==> config.mk <==
export PLATFORM = sky130hd
export DESIGN_NAME = ov_7670_capture
export DESIGN_NICKNAME = d
export VERILOG_FILES = /design/src/rtl/ov_7670_capture.sv
export SDC_FILE = /design/constraint.sdc
export NUM_CORES = 1
export LEC_CHECK = 0
export ABC_AREA = 1
export CAP_MARGIN = 20
export CORE_UTILIZATION = 44
export DETAILED_ROUTE_END_ITERATION = 10
export PLACE_DENSITY = 0.67
export SKIP_LAST_GASP = 1
export SLEW_MARGIN = 10
export SYNTH_ARGS = -nofsm -noshare
export SYNTH_HDL_FRONTEND = slang
export SYNTH_SLANG_ARGS = --single-unit
==> constraint.sdc <==
create_clock -name clk -period 4.4 [get_ports clk]
set_clock_uncertainty 0.05 [all_clocks]
set_input_delay 0.88 -clock clk [delete_from_list [all_inputs] [get_ports clk]]
set_output_delay 0.88 -clock clk [all_outputs]
set_load 0.01 [all_outputs]
==> src/rtl/ov_7670_capture.sv <==
// Purpose : capture OV7670 VSYNC/HREF/D byte stream, pack byte pairs into RGB565 pixels with X/Y and frame markers.
// Latency : second byte of a pair sampled at PCLK edge N -> pixel_valid high after edge N+1, for one cycle.
// Backpress: none; the camera cannot be stalled, so the frame-buffer writer must take every pixel_valid strobe.
//
// Ports:
//   clk          camera pixel clock (PCLK); every flop uses the rising edge
//   reset        asynchronous, active-low
//   enable       capture permitted (init done), level-sensitive
//   vsync/href/d camera video bus
//   pixel        {first byte, second byte}, qualified by pixel_valid
//   x / y        column / row of the emitted pixel
//   frame_start  with the pixel at x=0,y=0 of a frame
//   frame_done   one-cycle pulse when a captured frame closes
//   err          sticky: odd byte count on a line, H or V overrun
module ov_7670_capture #(
   parameter int H_PIXELS = 640,
   parameter int V_LINES  = 480
) (
   input  logic        clk,
   input  logic        reset,
   input  logic        enable,
   input  logic        vsync,
   input  logic        href,
   input  logic [7:0]  d,
   output logic [15:0] pixel,
   output logic        pixel_valid,
   output logic [9:0]  x,
   output logic [8:0]  y,
   output logic        frame_start,
   output logic        frame_done,
   output logic        err
);

   localparam logic [9:0] X_MAX = 10'(H_PIXELS);
   localparam logic [8:0] Y_MAX = 9'(V_LINES);

   typedef enum logic [1:0] {S_IDLE, S_SYNC, S_VBLANK, S_ACTIVE} state_t;

   state_t      state_q;
   logic        vsync_q, vsync_qq, href_q, href_qq;
   logic [7:0]  d_q, hi_q;
   logic        phase_q, first_q, line_pix_q;
   logic [9:0]  x_cnt_q;
   logic [8:0]  y_cnt_q;
   logic [15:0] pixel_q;
   logic        pixel_valid_q, frame_start_q, frame_done_q, err_q;
   logic [9:0]  x_q;
   logic [8:0]  y_q;

   logic vs_rise, vs_fall, href_fall;

   // Edges are taken between the registered bus and a one-cycle-older copy.
   assign vs_rise   =  vsync_q & ~vsync_qq;
   assign vs_fall   = ~vsync_q &  vsync_qq;
   assign href_fall = ~href_q  &  href_qq;

   always_ff @(posedge clk or negedge reset) begin
      if (!reset) begin
         vsync_q  <= 1'b0;
         vsync_qq <= 1'b0;
         href_q   <= 1'b0;
         href_qq  <= 1'b0;
         d_q      <= 8'h00;
      end else begin
         vsync_q  <= vsync;
         vsync_qq <= vsync_q;
         href_q   <= href;
         href_qq  <= href_q;
         d_q      <= d;
      end
   end

   always_ff @(posedge clk or negedge reset) begin
      if (!reset) begin
         state_q       <= S_IDLE;
         hi_q          <= 8'h00;
         phase_q       <= 1'b0;
         first_q       <= 1'b0;
         line_pix_q    <= 1'b0;
         x_cnt_q       <= 10'd0;
         y_cnt_q       <= 9'd0;
         pixel_q       <= 16'h0000;
         pixel_valid_q <= 1'b0;
         frame_start_q <= 1'b0;
         frame_done_q  <= 1'b0;
         err_q         <= 1'b0;
         x_q           <= 10'd0;
         y_q           <= 9'd0;
      end else begin
         pixel_valid_q <= 1'b0;
         frame_start_q <= 1'b0;
         frame_done_q  <= 1'b0;
         case (state_q)
            S_IDLE: begin
               if (enable) state_q <= S_SYNC;
            end
            // Any frame already in flight is skipped; capture begins on a boundary.
            S_SYNC: begin
               if (!enable)      state_q <= S_IDLE;
               else if (vs_rise) state_q <= S_VBLANK;
            end
            S_VBLANK: begin
               x_cnt_q    <= 10'd0;
               y_cnt_q    <= 9'd0;
               phase_q    <= 1'b0;
               first_q    <= 1'b1;
               line_pix_q <= 1'b0;
               if (!enable)      state_q <= S_IDLE;
               else if (vs_fall) state_q <= S_ACTIVE;
            end
            S_ACTIVE: begin
               // Frame close outranks any line byte arriving in the same cycle.
               if (vs_rise) begin
                  frame_done_q <= 1'b1;
                  if (phase_q) err_q <= 1'b1;
                  phase_q <= 1'b0;
                  state_q <= enable ? S_VBLANK : S_IDLE;
               end else if (href_q) begin
                  if (!phase_q) begin
                     hi_q    <= d_q;
                     phase_q <= 1'b1;
                  end else begin
                     phase_q <= 1'b0;
                     // Overrun pixels are dropped; counters hold at the limit.
                     if (y_cnt_q == Y_MAX || x_cnt_q == X_MAX) begin
                        err_q <= 1'b1;
                     end else begin
                        pixel_q       <= {hi_q, d_q};
                        pixel_valid_q <= 1'b1;
                        frame_start_q <= first_q;
                        x_q           <= x_cnt_q;
                        y_q           <= y_cnt_q;
                        first_q       <= 1'b0;
                        line_pix_q    <= 1'b1;
                        x_cnt_q       <= x_cnt_q + 10'd1;
                     end
                  end
               end else if (href_fall) begin
                  x_cnt_q    <= 10'd0;
                  line_pix_q <= 1'b0;
                  // Blank lines (no pixel emitted) do not advance the row.
                  if (line_pix_q) y_cnt_q <= y_cnt_q + 9'd1;
                  if (phase_q) err_q <= 1'b1;
                  phase_q <= 1'b0;
               end
            end
            default: state_q <= S_IDLE;
         endcase
      end
   end

   assign pixel       = pixel_q;
   assign pixel_valid = pixel_valid_q;
   assign x           = x_q;
   assign y           = y_q;
   assign frame_start = frame_start_q;
   assign frame_done  = frame_done_q;
   assign err         = err_q;

endmodule

## Word level (Yosys, flattened, before mapping)

Cells that the tools add are included.

| storage, ports and cells | value |
|---|---|
| register bits after elaboration | 83 |
| bits of input ports | 13 |
| output and inout port bits | 39 |
| word-level logic and storage cells | 116 |

| operators by class | value |
|---|---|
| $add $sub $neg | 2 |
| equal/unequal tests | 22 |
| muxes and demuxes | 52 |
| bitwise logic cells | 9 |
| reductions and logical operators | 12 |

Operators with widths:

| cell | number |
|---|---|
| $mux 10 | 5 |
| $mux 9 | 4 |
| $mux 1 | 30 |
| $pmux 10 s2 | 1 |
| $reduce_and 5->1 | 4 |
| $ne 2x2->1 const B | 9 |
| $pmux 9 s2 | 1 |
| $ne 3x3->1 const B | 5 |
| $mux 2 | 7 |
| $reduce_and 4->1 | 3 |
| $add 10x1->10 const B | 1 |
| $eq 10x10->1 const B | 1 |
| $add 9x1->9 const B | 1 |
| $eq 9x9->1 const B | 1 |
| $pmux 2 s4 | 1 |
| $ne 3x1->1 const B | 2 |
| $not 1->1 | 6 |
| $pmux 1 s2 | 3 |
| $eq 2x2->1 const B | 2 |
| $ne 4x4->1 const B | 1 |
| $and 1x1->1 | 3 |
| $reduce_bool 3->1 | 1 |
| $eq 2x1->1 const B | 1 |
| $logic_not 2->1 | 1 |
| other kinds (3) | 3 |

## Longest topological paths before layout

Gate-level depths: netlist of the first run.

| depth | value |
|---|---|
| depth after elaboration | 7 |
| depth in mapped cells | 11 |
| gate-level depth less buffers | 10 |

## Worst setup path after synthesis of the first run

No wires, ideal clock.

| timing path | value |
|---|---|
| path kind | register -> register |
| start | register y_cnt_q[0] |
| end | register pixel_q[0] (netlist: pixel[0]) |
| setup time | 0.117 ns |
| arrival | 1.367 ns |
| data required time | 4.233 ns |
| slack | 2.867 ns |
| stages on the path, launching flop included | 12 |
| buffers on the path | 1 |
| period minus slack after synthesis | 1.533 ns |
| cells stage by stage | dfrtp_1 -> inv_1 -> ha_1 -> nand2_1 -> nor2_1 -> nand2_1 -> nand3_2 -> nor2_4 -> inv_2 -> buf_4 -> nand2_1 -> nand2_1 |

| between the ends | value |
|---|---|
| longest elaborated chain between the ends | 4 |

Ends and longest elaborated chain:

| what | line | text |
|---|---|---|
| start: declaration | 44 | `logic [8:0] y_cnt_q;` |
| start signal: assignment | 142 | `if (line_pix_q) y_cnt_q <= y_cnt_q + 9'd1;` |
| $eq 9x9->1 | 125 | `if (y_cnt_q == Y_MAX \|\| x_cnt_q == X_MAX) begin` |
| $logic_or 1x1->1 | 125 |  |
| $not 1->1 (no line) | -- |  |
| $reduce_and 5->1 (no line) | -- |  |
| end signal: assignment | 128 | `pixel_q <= {hi_q, d_q};` |
| end: declaration | 45 | `logic [15:0] pixel_q;` |

Every way passes these cells.
A chain may end at the register's enable or synchronous reset.

## Final worst setup path of the first run

| timing path | value |
|---|---|
| start | register y_cnt_q[0] |
| end | register y_q[6] (netlist: y[6]) |

| between the ends | value |
|---|---|
| longest elaborated chain between the ends | 4 |

Ends and longest elaborated chain:

| what | line | text |
|---|---|---|
| $eq 9x9->1 | 125 |  |
| $logic_or 1x1->1 | 125 |  |
| $not 1->1 (no line) | -- |  |
| $reduce_and 5->1 (no line) | -- |  |
| end signal: assignment | 132 | `y_q <= y_cnt_q;` |
| end: declaration | 48 | `logic [8:0] y_q;` |

Every way passes these cells.

==> Implementation_results.wiki, run 1 <==
{| class="wikitable"
! Metric !! Value
|-
| Final-report hold violation count || 0
|-
| Antenna Violating Nets Remaining || 0
|-
| Setup repair after global routing missed its margin || no
|-
| Area added between synthesis and finish || 22.3%
|-
| Pleak || between 2 and 2.5 nW
|-
| Largest area contributor in the netlist || sky130_fd_sc_hd__dfrtp_1
|-
| Vias in the first global route || approximately 2700
|-
| Part of the Yosys area used for sequential elements || 0.581
|-
| Detailed-route via count || 2752
|-
| Mean cell area of the mapped netlist || ~8.6 µm²
|-
| Detail-routed via count per cell || approximately 4.8
|-
| Port buffer count || 51
|-
| Share of power burned in combinational logic || 0.216
|-
| Antenna fix cells || 0
|-
| Setup WS post-layout || 2120 ps
|-
| Post-layout net count || 487
|-
| Net switching fraction of the power || 0.294
|-
| Die X || between 90 and 100 µm
|-
| Most instantiated flip-flop cell in the synthesis netlist || sky130_fd_sc_hd__dfrtp_1
|-
| Number of instances in the synthesized netlist || about 420
|-
| Vertical extent of the die || 92.2 µm
|-
| 1st-pass router iterations || 4
|-
| Count of instances resized after the clock tree is built || 0
|-
| Proportion of layout cells with a drive suffix above 1 || 0.0695
|-
| Outcome || finished clean
|-
| Row count || 32
|-
| Post-CTS setup buffer count || 0
|-
| Distinct cell type count after synthesis || 25
|-
| Post-route DRC || 0
|-
| Slew @ Worst Pin || ~600 ps
|-
| Clock input transition at the sequential cells of the worst setup and hold paths || about 80 ps
|-
| Share of the core filled with cells in the final layout || 0.560
|-
| Flops & latches, synth || between 80 and 90
|-
| Worst EP required || about 4600 ps
|-
| Synth Net Count || between 400 and 500
|-
| Maximum frequency from static timing analysis || between 0.4 and 0.5 GHz
|-
| CTS tree || done
|-
| Worst Setup Start Kind || register
|-
| Share of power burned in the clock network || 0.302
|-
| Internal || roughly 1.4 mW
|-
| Number of violations reported at the end of detailed-routing iteration 0 || roughly 230
|-
| Clock tree sinks || 83
|-
| Final Slew Violations || 0
|-
| Setup tns final || 0 ps
|-
| Estimated wirelength of the detail-placed design || 4.57 mm
|-
| Sequential cell fraction of total power || 0.482
|-
| I/O pin total || between 50 and 60
|-
| Hold/Removal Path Class || primary input to async pin
|-
| Initial Utilization || 0.458
|-
| Final clock period utilization by the worst path || 0.518
|-
| Fill cells || ~710
|-
| FF/Latch Area || 0.00208 mm²
|-
| Register-to-register setup slack || roughly 2100 ps
|-
| Max Buffers Root-to-Sink || 2
|-
| Cell depth of the worst flop-to-flop path || 11
|-
| Netlist area before placement || roughly 0.0036 mm²
|-
| # H-tree levels || 3
|-
| Count of final setup violators || 0
|-
| Antenna violations before repair || 0
|-
| Maximum number of pins on one net before global-route repair || between 80 and 90
|-
| Number of synthesized flops with an enable pin || 0
|-
| Worst setup slack after placement || around 2100 ps
|-
| Weighted congestion at the end of routability-driven global placement || roughly 0.85
|-
| Worst Setup Path Type || register to register
|-
| Worst-skew pair later-pin latency || between 300 and 400 ps
|-
| Biggest area contributors in the synthesized netlist || sky130_fd_sc_hd__dfrtp_1, sky130_fd_sc_hd__nand2_1, sky130_fd_sc_hd__inv_1
|-
| Area of the die || about 0.0085 mm²
|-
| Global router's overall resource usage || 0.180
|-
| Post-detailed-route wirelength per cell || about 12 µm
|-
| Critical path peak fanout || 47
|-
| Total CTS buffers || 9
|-
| Share of synthesized registers carrying an async set or reset || 1.00
|-
| Time the worst path needs with I/O delays and setup || roughly 2300 ps
|-
| Multi-input combinational cell area || around 0.0013 mm²
|-
| Post-CTS Hold Buffers || 0
|-
| Data arrival time of the critical path || about 2500 ps
|-
| Final WL || 6.79 mm
|-
| Power density of the placed cells || 456 mW/mm²
|-
| Placeable core area || about 0.0078 mm²
|-
| Reported net switching power || slightly below 600 µW
|-
| Largest voltage drop on the vdd net || roughly 0.27 mV
|-
| Kind of capture point of the worst setup path || register
|-
| First-pass GRT wire length || approximately 12 mm
|-
| Area share of the largest cell type after synthesis || 0.581
|-
| Remaining global-route overflow || 0
|-
| Yosys warnings || 0
|-
| Max cap viols || 0
|-
| Root buffer cell || sky130_fd_sc_hd__clkbuf_8
|-
| Headroom to the max-slew limit || 0.610
|}
-- kinds of logic after synthesis --
family	share of synthesized area
adder cells (fa/ha/maj)	0.0140
AO/OA/AOI/OAI	0.0290
XOR/XNOR	0.0196
flip-flops	0.581
buffers and inverters	0.0686
AND/OR/NAND/NOR	0.288
-- power by group through the flow --
stage	combinational (mW)	sequential [mW]	clock (mW)
finish	0.429	0.961	0.602
CTS	0.434	0.962	0.619
floorplan	0.212	0.989	0
detailed placement	0.433	0.976	0
global placement	0.423	0.973	0
global route	0.482	0.977	0.653
-- worst paths after layout --
check / start / to
min: reset / y[8]
max reg2reg: y_cnt_q[0] / y[6]
min reg2reg: vsync_q / vsync_qq
max: y_cnt_q[0] / y[6]
max in group asynchronous: reset / pixel[3]
min in group clk: vsync_q / vsync_qq
-- per-stage QoR --
step                      total power, mW  instance area (µm²)  hold slack [ps]  std cells
after floorplan                      1.20                 3580              324        418
final                                1.99                 4370              367        577
after detailed placement             1.41                 4120              350        560
after CTS                            2.02                 4350              369        576
after global placement               1.40                 4120              331        560
after global routing                 2.11                 4370              367        577
-- routing by layer --
| metal | track usage | up-vias | wire length, µm |
|---|---|---|---|
| met2 | 0.307 | 47 | 3390 |
| met5 | 0 | - | 0 |
| met3 | 0.0448 | 6 | 264 |
| met4 | 0.0703 | 0 | 89 |
| met1 | 0.218 | 1309 | 3050 |
| li1 | - | 1390 | - |
-- flip-flops by register name, summed over array words and instances, names as in the netlist, 2 cells and up --
| signal | cells |
|---|---|
| state_q | 2 |
| hi_q | 8 |
| y | 9 |
| x | 10 |
| d_q | 8 |
| pixel | 16 |
| y_cnt_q | 9 |
| x_cnt_q | 10 |
-- worst max-delay path: stages (launching register included) --
cell and delay, ps:
sky130_fd_sc_hd__dfrtp_1 410, sky130_fd_sc_hd__inv_1 100, sky130_fd_sc_hd__ha_1 200, sky130_fd_sc_hd__nand2_1 60, sky130_fd_sc_hd__nor2_1 30, sky130_fd_sc_hd__nand2_1 90
sky130_fd_sc_hd__nand3_2 120, sky130_fd_sc_hd__nor2_4 90, sky130_fd_sc_hd__buf_4 400, sky130_fd_sc_hd__inv_2 380, sky130_fd_sc_hd__nand2_1 150, sky130_fd_sc_hd__nand2_1 60
-- synthesized netlist by cell type, types with 3 or more instances --
| cell | n |
|---|---|
| sky130_fd_sc_hd__buf_2 | 4 |
| sky130_fd_sc_hd__buf_4 | 3 |
| sky130_fd_sc_hd__buf_6 | 5 |
| sky130_fd_sc_hd__dfrtp_1 | 83 |
| sky130_fd_sc_hd__ha_1 | 4 |
| sky130_fd_sc_hd__inv_1 | 31 |
| sky130_fd_sc_hd__inv_2 | 7 |
| sky130_fd_sc_hd__nand2_1 | 198 |
| sky130_fd_sc_hd__nand3_1 | 19 |
| sky130_fd_sc_hd__nand4_1 | 10 |
| sky130_fd_sc_hd__nor2_1 | 21 |
| sky130_fd_sc_hd__o21ai_0 | 11 |
| sky130_fd_sc_hd__xnor2_1 | 3 |
| sky130_fd_sc_hd__xor2_1 | 5 |
-- cells in the final DEF, fill, tap and decap left out, types with 2 or more instances in the layout --
master,n
sky130_fd_sc_hd__nand3_2,2
sky130_fd_sc_hd__clkdlybuf4s50_1,50
sky130_fd_sc_hd__nand2_1,198
sky130_fd_sc_hd__nand3_1,19
sky130_fd_sc_hd__o21ai_0,11
sky130_fd_sc_hd__buf_4,2
sky130_fd_sc_hd__bufinv_16,2
sky130_fd_sc_hd__xor2_1,5
sky130_fd_sc_hd__nand2_2,2
sky130_fd_sc_hd__nor2_1,21
sky130_fd_sc_hd__ha_1,4
sky130_fd_sc_hd__clkbuf_8,10
sky130_fd_sc_hd__clkinv_2,2
sky130_fd_sc_hd__a21oi_1,2
sky130_fd_sc_hd__inv_2,7
sky130_fd_sc_hd__xnor2_1,3
sky130_fd_sc_hd__inv_1,31
sky130_fd_sc_hd__nand4_1,10
sky130_fd_sc_hd__dfrtp_1,83
-- layout make-up --
cell class,count,area share
clock buffers,10,0.0315
clock inverters,6,0.0200
inverters,39,0.0335
multi-input cells,284,0.287
flip-flops and latches,83,0.475
well taps,102,0.0292
repair buffers,53,0.124
Power figures use the tool's default switching activity.
==> run 2: changes to the inputs <==
clock period = 2.3 ns   (was 4.4 ns; I/O delays follow)
==> Implementation_results.wiki, run 2 (synthesized netlist as in run 1, its figures left out) <==
{| class="wikitable"
! Metric !! Value
|-
| Outcome || finished clean
|-
| Critical path peak fanout || 21
|-
| Setup WS post-layout || 485 ps
|-
| # H-tree levels || 3
|-
| Hold Slack || roughly 47 ps
|-
| Antenna violations before repair || 0
|-
| Placeable core area || 0.00781 mm²
|-
| Estimated wirelength of the detail-placed design || between 4 and 5 mm
|-
| Most common cell after layout, fill and taps aside || sky130_fd_sc_hd__nand2_1
|-
| Max cap viols || 0
|-
| Power density of the placed cells || about 850 mW/mm²
|-
| Post-route DRC || 0
|-
| Proportion of layout cells with a drive suffix above 1 || 0.0772
|-
| Weighted congestion at the end of routability-driven global placement || about 0.83
|-
| Count of instances resized after the clock tree is built || 0
|-
| Antenna Violating Nets Remaining || 0
|-
| Setup tns final || 0 ps
|-
| Final Instance Count excl. Fillers || 581
|-
| Final WL || around 6.8 mm
|-
| Largest voltage drop on the vdd net || between 0.5 and 0.6 mV
|-
| Commonest non-fill, non-tap cells in the layout || sky130_fd_sc_hd__nand2_1, sky130_fd_sc_hd__dfrtp_1, sky130_fd_sc_hd__clkdlybuf4s50_1, sky130_fd_sc_hd__inv_1, sky130_fd_sc_hd__nor2_1
|-
| Data arrival time of the critical path || a little over 2000 ps
|-
| Vertical extent of the die || approximately 90 µm
|-
| I/O pin total || 52
|-
| Post-layout net count || ~500
|-
| First-pass GRT wire length || ~12 mm
|-
| Time the worst path needs with I/O delays and setup || roughly 1800 ps
|-
| Max FFs per register || 16
|-
| Fill cells || about 760
|-
| Final Slew Violations || 0
|-
| Area added between synthesis and finish || 22.7%
|-
| Total placed cells including tap cells || around 570
|-
| Chain of cells forming the critical path || inv_1, ha_1, nand2_1, nor2_1, nand2_1, nand3_2, nor2_4, inv_2, buf_12, nand2_1, nand2_1
|-
| Total CTS buffers || 9
|-
| 1st-pass router iterations || 4
|-
| Post-CTS Hold Buffers || 0
|-
| Maximum frequency from static timing analysis || between 0.5 and 0.6 GHz
|-
| Initial Utilization || 0.458
|-
| Number of violations reported at the end of detailed-routing iteration 0 || between 100 and 150
|-
| Post-detailed-placement cell area || approximately 0.0042 mm²
|-
| Clock tree sinks || between 80 and 90
|-
| Clock input transition at the sequential cells of the worst setup and hold paths || 90 ps
|-
| Pleak || around 2.3 nW
|-
| Detail-routed via count per cell || around 4.7
|-
| Kind of capture point of the worst setup path || register
|-
| Share of power burned in combinational logic || 0.223
|-
| Worst setup slack after placement || between 400 and 500 ps
|-
| Internal || between 2 and 3 mW
|-
| Headroom to the max-slew limit || 0.622
|-
| Post-CTS setup buffer count || 0
|-
| Detailed-route via count || about 2800
|-
| Hold/Removal Path Class || primary input to async pin
|-
| Final-report hold violation count || 0
|-
| Maximum number of pins on one net before global-route repair || 44
|-
| Register-to-register setup slack || 480 ps
|-
| Port buffer count || roughly 50
|-
| Worst-skew pair later-pin latency || around 350 ps
|-
| Remaining global-route overflow || 0
|-
| Row count || 32
|-
| Worst Setup Path Type || register to register
|-
| Worst Setup Start Kind || register
|-
| Root buffer cell || sky130_fd_sc_hd__clkbuf_8
|-
| Die X || ~90 µm
|-
| Worst EP required || ~2600 ps
|-
| Count of final setup violators || 0
|-
| Critical R2R Launch || y_cnt_q[0]
|-
| Antenna fix cells || 0
|-
| Final clock period utilization by the worst path || 0.789
|-
| Slew @ Worst Pin || roughly 570 ps
|-
| CP peak stage delay || ~430 ps
|-
| Design area || roughly 0.0044 mm²
|-
| Most numerous cell on the critical path || sky130_fd_sc_hd__nand2_1
|-
| Vias in the first global route || ~2600
|-
| FF-to-FF End || pixel[9]
|-
| Cell with the largest stage delay on the worst path || sky130_fd_sc_hd__dfrtp_1
|-
| Setup repair after global routing missed its margin || no
|-
| Max Buffers Root-to-Sink || 2
|-
| CTS tree || done
|-
| Reported net switching power || 1.17 mW
|-
| Cell depth of the worst flop-to-flop path || 11
|-
| Post-detailed-route wirelength per cell || about 12 µm
|-
| Sequential cell fraction of total power || 0.490
|-
| Net switching fraction of the power || 0.312
|-
| Share of power burned in the clock network || 0.287
|-
| Area of the die || between 0.008 and 0.009 mm²
|-
| Global router's overall resource usage || 0.179
|}
run 2: area by class of cell:
| type | count | area, µm² | area share |
|---|---|---|---|
| timing repair buffer | 57 | 578 | 0.132 |
| multi-input combinational | 284 | 1250 | 0.286 |
| tap | 102 | 128 | 0.0291 |
| sequential | 83 | 2080 | 0.473 |
| inverter | 39 | 146 | 0.0334 |
| clock inverter | 7 | 81.3 | 0.0185 |
| clock buffer | 9 | 124 | 0.0282 |
run 2: stage by stage:
stage          power (mW)  utilization
2_1_floorplan        2.30            -
3_3_place_gp         2.69        0.536
4_1_cts              3.79        0.562
3_5_place_dp         2.71        0.536
5_1_grt              3.97        0.562
6_report             3.75        0.562
run 2: per-layer routing:
metal,wire length [µm],vias to the layer above,global-route usage
li1,-,1403,-
met1,3220,1290,0.240
met2,3270,49,0.284
met3,194,8,0.0398
met4,130,0,0.0703
met5,0,-,0
run 2: worst max path at each step:
stage | start | to | slack, ps | cells past startpoint
global route | y_cnt_q[0] | x[0] | 300 | 10
detailed placement | y_cnt_q[0] | pixel[9] | 490 | 11
CTS | y_cnt_q[0] | x[9] | 480 | 10
finish | y_cnt_q[0] | pixel[9] | 480 | 11
global placement | y_cnt_q[0] | x[0] | 490 | 10
floorplan | y_cnt_q[0] | pixel[0] | 770 | 11
run 2: power groups by stage:
stage          registers [mW]  logic, mW  clock network, mW
3_3_place_gp             1.86      0.823                  0
5_1_grt                  1.87      0.939               1.16
2_1_floorplan            1.89      0.406                  0
3_5_place_dp             1.86      0.847                  0
4_1_cts                  1.84      0.849               1.11
6_report                 1.83      0.835               1.08
run 2: critical path, delay by kind of cell (launching register included):
family | cells | cell delay, ps
fa+ha+maj | 1 | 170
flops | 1 | 430
simple gates | 7 | 560
buf+inv | 3 | 550
==> run 3: changes to the inputs <==
clock period = 1.8 ns   (was 2.3 ns; I/O delays follow)
==> Implementation_results.wiki, run 3 (synthesized netlist as in run 1, its figures left out) <==
{| class="wikitable"
! Metric !! Value
|-
| Worst setup path endpoint || pixel[9]
|-
| Detail-routed via count per cell || 4.80
|-
| Antenna Violating Nets Remaining || 0
|-
| Port buffer count || 51
|-
| I/O pin total || between 50 and 60
|-
| Antenna fix cells || 0
|-
| Row count || 32
|-
| Post-detailed-route wirelength per cell || 12.1 µm
|-
| Register-to-register setup slack || 180 ps
|-
| FF-to-FF End || y[1]
|-
| Setup repair after global routing missed its margin || no
|-
| Worst Setup Path Type || register to output pin
|-
| Final Slew Violations || 0
|-
| Critical path peak fanout || 2
|-
| Area of the die || about 0.0085 mm²
|-
| Maximum frequency from static timing analysis || 0.591 GHz
|-
| Detailed-route via count || about 2800
|-
| Global router's overall resource usage || 0.187
|-
| Most common cell after layout, fill and taps aside || sky130_fd_sc_hd__nand2_1
|-
| Setup tns final || 0 ps
|-
| First-pass GRT wire length || 12.4 mm
|-
| Remaining global-route overflow || 0
|-
| Clock tree sinks || a little over 80
|-
| Number of violations reported at the end of detailed-routing iteration 0 || between 100 and 150
|-
| Antenna violations before repair || 0
|-
| Estimated wirelength of the detail-placed design || between 5 and 6 mm
|-
| Data arrival time of the critical path || 1280 ps
|-
| Worst Setup Start Kind || register
|-
| Max FFs per register || 16
|-
| Worst-skew pair later-pin latency || approximately 360 ps
|-
| Count of final setup violators || 0
|-
| Initial Utilization || 0.458
|-
| Cell with the largest stage delay on the worst path || sky130_fd_sc_hd__clkdlybuf4s50_1
|-
| Design area || 0.00454 mm²
|-
| Share of the core filled with cells in the final layout || 0.582
|-
| Chain of cells forming the critical path || clkdlybuf4s50_1
|-
| Critical R2R Launch || y_cnt_q[1]
|-
| Final-report hold violation count || 0
|-
| Startpoint of the most critical hold path || vsync_q
|-
| Weighted congestion at the end of routability-driven global placement || between 0.8 and 0.9
|-
| Cell family with most CP delay || buffers and inverters
|-
| CP Launch Point || pixel[9]
|-
| Outcome || finished clean
|-
| Power density of the placed cells || roughly 1100 mW/mm²
|-
| CP peak stage delay || roughly 540 ps
|-
| Buf/Inv on CP || 1
|-
| Post-layout net count || ~500
|-
| Fill cells || between 700 and 800
|-
| Slew @ Worst Pin || between 400 and 500 ps
|-
| Time the worst path needs with I/O delays and setup || around 1700 ps
|-
| Maximum number of pins on one net before global-route repair || 37
|-
| Final clock period utilization by the worst path || 0.940
|-
| Commonest non-fill, non-tap cells in the layout || sky130_fd_sc_hd__nand2_1, sky130_fd_sc_hd__dfrtp_1, sky130_fd_sc_hd__clkdlybuf4s50_1, sky130_fd_sc_hd__inv_1, sky130_fd_sc_hd__nor2_1
|-
| 1st-pass router iterations || 4
|-
| Post-detailed-placement cell area || ~0.0043 mm²
|-
| Total CTS buffers || 9
|-
| Cell depth of the worst flop-to-flop path || 11
|-
| Max cap viols || 0
|-
| Die X || a little over 90 µm
|-
| Hold Slack || 354 ps
|-
| Vertical extent of the die || approximately 90 µm
|-
| Max Buffers Root-to-Sink || 2
|-
| Total power after layout || 5.16 mW
|-
| Headroom to the max-slew limit || 0.672
|-
| Final WL || around 7.2 mm
|-
| Proportion of layout cells with a drive suffix above 1 || 0.0980
|-
| Hold/Removal Path Class || register to register
|-
| # H-tree levels || 3
|-
| Kind of capture point of the worst setup path || output pin
|-
| Root buffer cell || sky130_fd_sc_hd__clkbuf_8
|-
| Clock input transition at the sequential cells of the worst setup and hold paths || about 90 ps
|-
| Pleak || 2.40 nW
|-
| Vias in the first global route || between 2000 and 3000
|-
| Placeable core area || 0.00781 mm²
|-
| Logic depth of the worst setup path including buffers || 1
|-
| Worst EP required || around 1400 ps
|-
| Post-route DRC || 0
|-
| Largest voltage drop on the vdd net || 0.604 mV
|-
| CTS tree || done
|-
| Area added between synthesis and finish || 27.1%
|}
## run 3: changes by cell type in the layout (fill, tap and decap cells not counted), moves of 2 or more
cell,before,now
sky130_fd_sc_hd__inv_6,4,2
sky130_fd_sc_hd__inv_8,0,2
sky130_fd_sc_hd__bufinv_16,1,3
sky130_fd_sc_hd__buf_4,5,12
sky130_fd_sc_hd__buf_6,0,2
## run 3: power by group
| group | internal [mW] | switching [mW] |
|---|---|---|
| sequential | 2.16 | 0.178 |
| clock | 0.951 | 0.733 |
| combinational | 0.517 | 0.626 |
| total | 3.62 | 1.54 |
## run 3: how the worst min path moves through the flow
stage / endpoint / slack (ps) / depth (start not counted)
global route: d_q[2] / 360 / 1
finish: vsync_qq / 350 / 0
detailed placement: y_cnt_q[0] / 310 / 1
global placement: y_cnt_q[0] / 310 / 1
floorplan: d_q[0] / 10 / 0
CTS: vsync_qq / 360 / 0
## run 3: per-stage QoR
step	cells	setup WS, ps
2_1_floorplan	418	267
5_1_grt	592	28.3
4_1_cts	590	36.5
3_3_place_gp	573	137
6_report	592	108
3_5_place_dp	573	69.2
## run 3: timing repair
action | in CTS | in global routing
resized for setup | 0 | 3
buffers inserted | 0 | 2
hold buffers | 1 | 0
endpoints found under the hold margin | 33 | 0
endpoints found under the setup margin | 0 | 33
## run 3: layout make-up
class	count	area, µm²	area share
sequential	83	2080	0.457
multi-input combinational	284	1260	0.276
timing repair buffer	68	683	0.150
inverter	39	146	0.0322
clock inverter	7	130	0.0286
tap	102	128	0.0281
clock buffer	9	124	0.0273
## run 3: per-layer routing
metal / routed length [µm] / part of all wire / vias to the layer above / global-route usage
met5: 0 / 0 / - / 0
met4: 131 / 0.018 / 0 / 0.0820
met3: 181 / 0.025 / 12 / 0.0282
met2: 3530 / 0.49 / 45 / 0.306
met1: 3340 / 0.46 / 1362 / 0.246
li1: - / - / 1423 / -
